===== src/rtl/lcd_bus_pkg.sv =====
// Shared definitions for the HD44780 bus decoder: instruction bit positions,
// FSM states and the address-counter wrap rule.
package lcd_bus_pkg;

  localparam int CMD_CLEAR     = 0;
  localparam int CMD_HOME      = 1;
  localparam int CMD_ENTRY     = 2;
  localparam int CMD_DISPLAY   = 3;
  localparam int CMD_SHIFT     = 4;
  localparam int CMD_FUNC      = 5;
  localparam int CMD_SET_CGRAM = 6;
  localparam int CMD_SET_DDRAM = 7;

  localparam logic [6:0] LINE2_BASE = 7'h40;

  typedef enum logic [1:0] {S_CLEAR, S_IDLE, S_EXEC} state_t;

  // Next AC value: in two-line mode the lines chain 0x00..last -> 0x40..0x40+last -> 0x00.
  function automatic logic [6:0] ac_next(input logic [6:0] ac, input logic inc,
                                         input logic two_line, input logic [6:0] line_last);
    logic [6:0] line2_last;
    line2_last = LINE2_BASE + line_last;
    if (inc) begin
      if (ac == line_last)       return two_line ? LINE2_BASE : 7'h00;
      else if (ac == line2_last) return 7'h00;
      else                       return ac + 7'd1;
    end
    if (ac == 7'h00)             return two_line ? line2_last : line_last;
    else if (ac == LINE2_BASE)   return line_last;
    return ac - 7'd1;
  endfunction

endpackage


===== src/rtl/lcd_ddram.sv =====
// DDRAM mirror: simple dual-port array, synchronous write, registered read.
// Only the read register is reset; the array is filled by the clear sequence.
module lcd_ddram
  import lcd_bus_pkg::*;
#(
  parameter int DEPTH = 80,
  parameter int IDX_W = 7
) (
  input  logic             clk,
  input  logic             rst,
  input  logic             we,
  input  logic [IDX_W-1:0] waddr,
  input  logic [7:0]       wdata,
  input  logic [IDX_W-1:0] raddr,
  input  logic             rd_ok,
  output logic [7:0]       rd_data
);

  logic [7:0] mem [DEPTH];

  always_ff @(posedge clk) begin
    if (we) mem[waddr] <= wdata;
  end

  always_ff @(posedge clk or negedge rst) begin
    if (!rst)  rd_data <= 8'h00;
    else       rd_data <= rd_ok ? mem[raddr] : 8'h00;
  end

endmodule


===== src/rtl/lcd_bus_decoder.sv =====
// Snoops an HD44780-style LCD bus, decodes each write on the falling edge of E
// and keeps a mirror of DDRAM, the address counter and the mode flags.
module lcd_bus_decoder
  import lcd_bus_pkg::*;
#(
  parameter int         LINE_LEN     = 40,
  parameter logic [7:0] CLEAR_CHAR   = 8'h20,
  parameter int         CLEAR_CYCLES = 80
) (
  input  logic       clk,
  input  logic       rst,
  input  logic       LCD_E,
  input  logic       LCD_RS,
  input  logic       LCD_RW,
  input  logic [7:0] LCD_DATA,
  input  logic [6:0] rd_addr,
  output logic [7:0] rd_data,
  output logic [6:0] cursor_addr,
  output logic [5:0] shift_ofs,
  output logic       disp_on,
  output logic       cursor_on,
  output logic       blink_on,
  output logic       inc_dir,
  output logic       disp_shift,
  output logic       dl_8bit,
  output logic       two_line,
  output logic       cmd_valid,
  output logic       cmd_is_data,
  output logic [7:0] cmd_code,
  output logic       busy,
  output logic       err_rw,
  output logic       err_addr,
  output logic       err_overrun
);

  localparam int         DEPTH     = 2 * LINE_LEN;
  localparam int         IDX_W     = $clog2(DEPTH);
  localparam int         CNT_W     = $clog2(CLEAR_CYCLES + 1);
  localparam logic [6:0] LINE_LAST = 7'(LINE_LEN - 1);
  localparam logic [5:0] OFS_LAST  = 6'(LINE_LEN - 1);

  function automatic logic addr_in_line(input logic [6:0] addr);
    return {1'b0, addr[5:0]} < 7'(LINE_LEN);
  endfunction

  function automatic logic [IDX_W-1:0] map_idx(input logic [6:0] addr);
    logic [IDX_W-1:0] base;
    base = addr[6] ? IDX_W'(LINE_LEN) : '0;
    return base + IDX_W'(addr[5:0]);
  endfunction

  function automatic logic [5:0] ofs_step(input logic [5:0] ofs, input logic inc);
    if (inc) return (ofs == OFS_LAST) ? 6'd0 : ofs + 6'd1;
    return (ofs == 6'd0) ? OFS_LAST : ofs - 6'd1;
  endfunction

  state_t           state_q, state_d;
  logic [CNT_W-1:0] clr_cnt_q, clr_cnt_d;
  logic             e_q, rs_p0, rw_p0;
  logic [7:0]       data_p0;
  logic             strobe;

  logic [6:0]       ac_d;
  logic [5:0]       ofs_d;
  logic             disp_on_d, cursor_on_d, blink_on_d, inc_dir_d, disp_shift_d;
  logic             dl_8bit_d, two_line_d;
  logic             cmd_valid_d, cmd_is_data_d;
  logic [7:0]       cmd_code_d;
  logic             err_rw_d, err_addr_d, err_overrun_d;

  logic             mem_we;
  logic [IDX_W-1:0] mem_waddr;
  logic [7:0]       mem_wdata;

  assign strobe = e_q & ~LCD_E;
  assign busy   = (state_q == S_CLEAR);

  always_comb begin
    state_d       = state_q;
    clr_cnt_d     = clr_cnt_q;
    ac_d          = cursor_addr;
    ofs_d         = shift_ofs;
    disp_on_d     = disp_on;
    cursor_on_d   = cursor_on;
    blink_on_d    = blink_on;
    inc_dir_d     = inc_dir;
    disp_shift_d  = disp_shift;
    dl_8bit_d     = dl_8bit;
    two_line_d    = two_line;
    cmd_valid_d   = 1'b0;
    cmd_is_data_d = cmd_is_data;
    cmd_code_d    = cmd_code;
    err_rw_d      = err_rw;
    err_addr_d    = err_addr;
    err_overrun_d = err_overrun;
    mem_we        = 1'b0;
    mem_waddr     = map_idx(cursor_addr);
    mem_wdata     = data_p0;

    case (state_q)
      S_CLEAR: begin
        mem_we    = int'(clr_cnt_q) < DEPTH;
        mem_waddr = IDX_W'(clr_cnt_q);
        mem_wdata = CLEAR_CHAR;
        clr_cnt_d = clr_cnt_q + CNT_W'(1);
        if (clr_cnt_q == CNT_W'(CLEAR_CYCLES - 1)) begin
          state_d   = S_IDLE;
          clr_cnt_d = '0;
        end
        if (strobe) err_overrun_d = 1'b1;
      end
      S_EXEC: begin
        state_d = S_IDLE;
        if (strobe) err_overrun_d = 1'b1;
      end
      default: begin
        if (strobe) begin
          state_d       = S_EXEC;
          cmd_valid_d   = 1'b1;
          cmd_is_data_d = rs_p0;
          cmd_code_d    = data_p0;
          if (rw_p0) begin
            err_rw_d = 1'b1;
          end else if (rs_p0) begin
            mem_we = addr_in_line(cursor_addr);
            ac_d   = ac_next(cursor_addr, inc_dir, two_line, LINE_LAST);
            if (disp_shift) ofs_d = ofs_step(shift_ofs, inc_dir);
          end else if (data_p0[CMD_SET_DDRAM]) begin
            // Line 2 addresses are only reachable once two-line mode is set.
            if (addr_in_line(data_p0[6:0]) && (!data_p0[6] || two_line)) ac_d = data_p0[6:0];
            else err_addr_d = 1'b1;
          end else if (data_p0[CMD_SET_CGRAM]) begin
            ac_d = cursor_addr;
          end else if (data_p0[CMD_FUNC]) begin
            dl_8bit_d  = data_p0[4];
            two_line_d = data_p0[3];
          end else if (data_p0[CMD_SHIFT]) begin
            if (data_p0[3]) ofs_d = ofs_step(shift_ofs, data_p0[2]);
            else            ac_d  = ac_next(cursor_addr, data_p0[2], two_line, LINE_LAST);
          end else if (data_p0[CMD_DISPLAY]) begin
            disp_on_d   = data_p0[2];
            cursor_on_d = data_p0[1];
            blink_on_d  = data_p0[0];
          end else if (data_p0[CMD_ENTRY]) begin
            inc_dir_d    = data_p0[1];
            disp_shift_d = data_p0[0];
          end else if (data_p0[CMD_HOME]) begin
            ac_d  = '0;
            ofs_d = '0;
          end else if (data_p0[CMD_CLEAR]) begin
            ac_d      = '0;
            ofs_d     = '0;
            inc_dir_d = 1'b1;
            state_d   = S_CLEAR;
            clr_cnt_d = '0;
          end
        end
      end
    endcase
  end

  // Stage p0: bus capture (E edge detect, field latch) and decoded state update
  always_ff @(posedge clk or negedge rst) begin
    if (!rst) begin
      state_q     <= S_CLEAR;
      clr_cnt_q   <= '0;
      e_q         <= 1'b0;
      rs_p0       <= 1'b0;
      rw_p0       <= 1'b0;
      data_p0     <= 8'h00;
      cursor_addr <= '0;
      shift_ofs   <= '0;
      disp_on     <= 1'b0;
      cursor_on   <= 1'b0;
      blink_on    <= 1'b0;
      inc_dir     <= 1'b1;
      disp_shift  <= 1'b0;
      dl_8bit     <= 1'b1;
      two_line    <= 1'b0;
      cmd_valid   <= 1'b0;
      cmd_is_data <= 1'b0;
      cmd_code    <= 8'h00;
      err_rw      <= 1'b0;
      err_addr    <= 1'b0;
      err_overrun <= 1'b0;
    end else begin
      state_q     <= state_d;
      clr_cnt_q   <= clr_cnt_d;
      e_q         <= LCD_E;
      if (LCD_E) begin
        rs_p0   <= LCD_RS;
        rw_p0   <= LCD_RW;
        data_p0 <= LCD_DATA;
      end
      cursor_addr <= ac_d;
      shift_ofs   <= ofs_d;
      disp_on     <= disp_on_d;
      cursor_on   <= cursor_on_d;
      blink_on    <= blink_on_d;
      inc_dir     <= inc_dir_d;
      disp_shift  <= disp_shift_d;
      dl_8bit     <= dl_8bit_d;
      two_line    <= two_line_d;
      cmd_valid   <= cmd_valid_d;
      cmd_is_data <= cmd_is_data_d;
      cmd_code    <= cmd_code_d;
      err_rw      <= err_rw_d;
      err_addr    <= err_addr_d;
      err_overrun <= err_overrun_d;
    end
  end

  lcd_ddram #(
    .DEPTH (DEPTH),
    .IDX_W (IDX_W)
  ) u_ddram (
    .clk     (clk),
    .rst     (rst),
    .we      (mem_we),
    .waddr   (mem_waddr),
    .wdata   (mem_wdata),
    .raddr   (map_idx(rd_addr)),
    .rd_ok   (addr_in_line(rd_addr)),
    .rd_data (rd_data)
  );

endmodule


===== config.mk =====
export PLATFORM = sky130hd
export DESIGN_NAME = lcd_bus_decoder
export DESIGN_NICKNAME = d
export VERILOG_FILES = /design/src/rtl/lcd_bus_pkg.sv /design/src/rtl/lcd_ddram.sv /design/src/rtl/lcd_bus_decoder.sv
export SDC_FILE = /design/constraint.sdc
export NUM_CORES = 1
export LEC_CHECK = 0
export ABC_AREA = 1
export CAP_MARGIN = 20
export CORE_MARGIN = 2
export CORE_UTILIZATION = 40
export DETAILED_ROUTE_END_ITERATION = 8
export PLACE_DENSITY = 0.64
export SLEW_MARGIN = 5
export SYNTH_ARGS = -nofsm -noshare
export SYNTH_HDL_FRONTEND = slang
export SYNTH_SLANG_ARGS = --single-unit

===== constraint.sdc =====
create_clock -name clk -period 3.1 [get_ports clk]
set_input_delay 0.93 -clock clk [delete_from_list [all_inputs] [get_ports clk]]
set_output_delay 0.93 -clock clk [all_outputs]
set_load 0.01 [all_outputs]

==> results_dict.tcl <==
set metrics [dict create \
    clock_skew_ns 0.03562 \
    cp-start-kind "flop" \
    coreArea_um2 73210 \
    holdBufCountCts 0 \
    fin_tns_setup_ns 0 \
    hold_viol 0 \
    clkSlewWorstSetupHoldPaths_ns 0.06 \
    end_kind "output port" \
    grt_pass1_wl_um 119100 \
    rows 99 \
    yosysWarnings 0 \
    initial_core_util_pct 40.59 \
    grt_max_degree 105 \
    syn_avg_cell_area_um2 11.14 \
    io_buffers 61 \
    drv_slew 0 \
    path_class "flop to output port" \
    p_leak_nw 12.85 \
    ios 62 \
    synthToLayoutAreaGrowth_pct 16.13 \
    drive_gt1_share_pct 10.33 \
    maxCapViolCount 0 \
    setup_violations 0 \
    ys_ff_latch 701 \
    htree_levels 3 \
    ctsLongestPathBuffers 3 \
    ff2ff_setup_slack_ns 0.42 \
    die-width_um 276.5 \
    nets 2834 \
    cts_made_buffers 71 \
    netlist_area_um2 29710 \
    cpMaxStageDelayCell "clkdlybuf4s50_1" \
    yosysSeqAreaShare_pct 69.83 \
    syn-num-nets 2699 \
    status "finished clean" \
    crit_path_cell_trace "nor2_4, buf_4, clkdlybuf4s50_1" \
    synth_cells 2666 \
    drtIter0Drc 2471 \
    antenna_found_initial 0 \
    required_ns 2.17 \
    cts_tree "built" \
    grt_pass1_vias 20150 \
    async_flop_share_pct 8.702 \
    n_antenna_cell 0 \
    synth-edff-count 640 \
    hold_path.class "primary input to async pin" \
    vias 20740 \
    slew_headroom_pct 48.80 \
    grt-ovfl-total 0 \
    final_common_cell "nand2_1" \
    min_period_over_period_pct 95.90 \
    route.detailed.drc 0 \
    clockRootBuffer "clkbuf_16" \
    die_y_um 276.5 \
    wl_per_cell_um 20.50 \
    viasPerCell 5.437 \
    place_congestion 0.9355 \
    dp_hpwl_um 47990 \
    drt_pass1_iterations 6 \
    worst_pin_slew_ns 0.7680 \
    cts_setup_buffers 0 \
    postCtsResizedCells 0 \
    arrival_ns 2.04 \
    synth.distinct_cells 47 \
    crit_path_max_incr_delay_ns 0.58 \
    drt-total-wl_um 78200 \
    clock-sinks 701 \
    postRouteAntennaNets 0 \
    utilization_pct 47.13 \
    track_usage_pct 20.29 \
    rsz0062_at_grt "false" \
    irDropWorstVdd_mv 0.4456 \
    power_density_nw_per_um2 723.0 \
    final_cell_mix "nand2_1 (804), edfxtp_1 (640), nand3_1 (495)" \
    path_max_fanout 8 \
    fmax_mhz 336.4 \
    synth_flop_cell "edfxtp_1" \
    die_area_um2 76480 \
    clock_latency_ns 0.62 \
    period_minus_slack_ns 2.973 \
]
cells by family after synthesis:
| kind of cell | Yosys count | share of synthesized area, % |
|---|---|---|
| AOI/OAI and AO/OA | 176 | 3.483 |
| xor gates and xnor gates | 13 | 0.3832 |
| adders and majority gates | 13 | 0.5475 |
| buffers and inverters | 227 | 3.621 |
| DFF | 701 | 69.83 |
| and+or+nand+nor | 1536 | 22.14 |
cell usage after synthesis, types with 3 or more instances:
library cell | count | area (um2)
a21oi_1 | 29 | 145.1
a31oi_1 | 3 | 18.77
buf_1 | 9 | 33.78
buf_2 | 81 | 405.4
buf_4 | 23 | 172.7
buf_6 | 4 | 45.04
clkbuf_1 | 28 | 105.1
dfrtp_1 | 59 | 1476
edfxtp_1 | 640 | 19220
ha_1 | 13 | 162.7
inv_1 | 69 | 259.0
inv_2 | 9 | 33.78
nand2_1 | 805 | 3022
nand2_2 | 3 | 18.77
nand3_1 | 495 | 2477
nand3_4 | 8 | 140.1
nand3b_1 | 4 | 30.03
nand4_1 | 6 | 37.54
nor2_1 | 197 | 739.5
nor2_2 | 5 | 31.28
nor3_1 | 4 | 20.02
nor4_1 | 4 | 25.02
o211ai_1 | 20 | 150.1
o21ai_0 | 87 | 435.4
o21ai_1 | 6 | 30.03
o22ai_1 | 5 | 31.28
o31ai_1 | 11 | 82.58
xor2_1 | 11 | 96.34
flip-flops by register name (all words and copies together), names as in the netlist, 2 cells and up:
name and cells:
clr_cnt_q 7, u_ddram.rd_data 8, state_q 2, cursor_addr 7
shift_ofs 6, data_p0 8, u_ddram.mem 640, cmd_code 8
power by group:
| group | switching (W) | total, W | internal (W) | leakage (nW) |
|---|---|---|---|---|
| combinational | 0.00351 | 0.00493 | 0.00142 | 5.21 |
| clock | 0.00350 | 0.00836 | 0.00487 | 1.09 |
| sequential | 0.000351 | 0.0116 | 0.0113 | 6.54 |
final cells by class:
type                    instances  area (um2)
clock buffers                  93        1912
flip-flops and latches        701       20750
repair buffers                207        2028
inverters                      82       321.6
well taps                     959        1200
clock inverters                35       347.8
fillers                      6444       38700
multi-input cells            1738        7949
through the flow:
stage | setup slack, ns | power [W] | instances | area (um2) | hold WS [ns]
after floorplan | 0.003432 | 0.01445 | 2666 | 29720 | 0.4817
after global placement | 0.02157 | 0.01671 | 3687 | 32250 | 0.4645
after detailed placement | 0.02064 | 0.01674 | 3687 | 32250 | 0.4482
after CTS | 0.09069 | 0.02506 | 3815 | 34510 | 0.3276
after global routing | 0.04009 | 0.02590 | 3815 | 34510 | 0.3595
final | 0.1271 | 0.02495 | 3815 | 34510 | 0.3412
routing by layer:
layer	GRT usage, %	share of wire (%)	wire [um]
met1	28.39	42	33030
met2	32.66	47	36680
met3	3.262	8.2	6390
met4	6.081	2.7	2097
met5	0	0	0
worst paths after layout:
| path | startpoint | end | depth (start not counted) |
|---|---|---|---|
| setup / recovery | state_q[0] | busy | 3 |
| hold / removal | rst | u_ddram.rd_data[0] | 2 |
| setup reg to reg | cursor_addr[6] | u_ddram.mem[26][5] | 9 |
| hold reg to reg | err_addr | err_addr | 1 |
| max in group asynchronous | rst | dl_8bit | 2 |
| min in group clk | err_addr | err_addr | 1 |
critical path: cells and delay by family, from the launching register on:
| family | cells | cell delay [ns] |
|---|---|---|
| buffers and inverters | 2 | 0.85 |
| flip-flops | 1 | 0.43 |
| AND/OR/NAND/NOR | 1 | 0.16 |
Power figures use the tool's default switching activity.
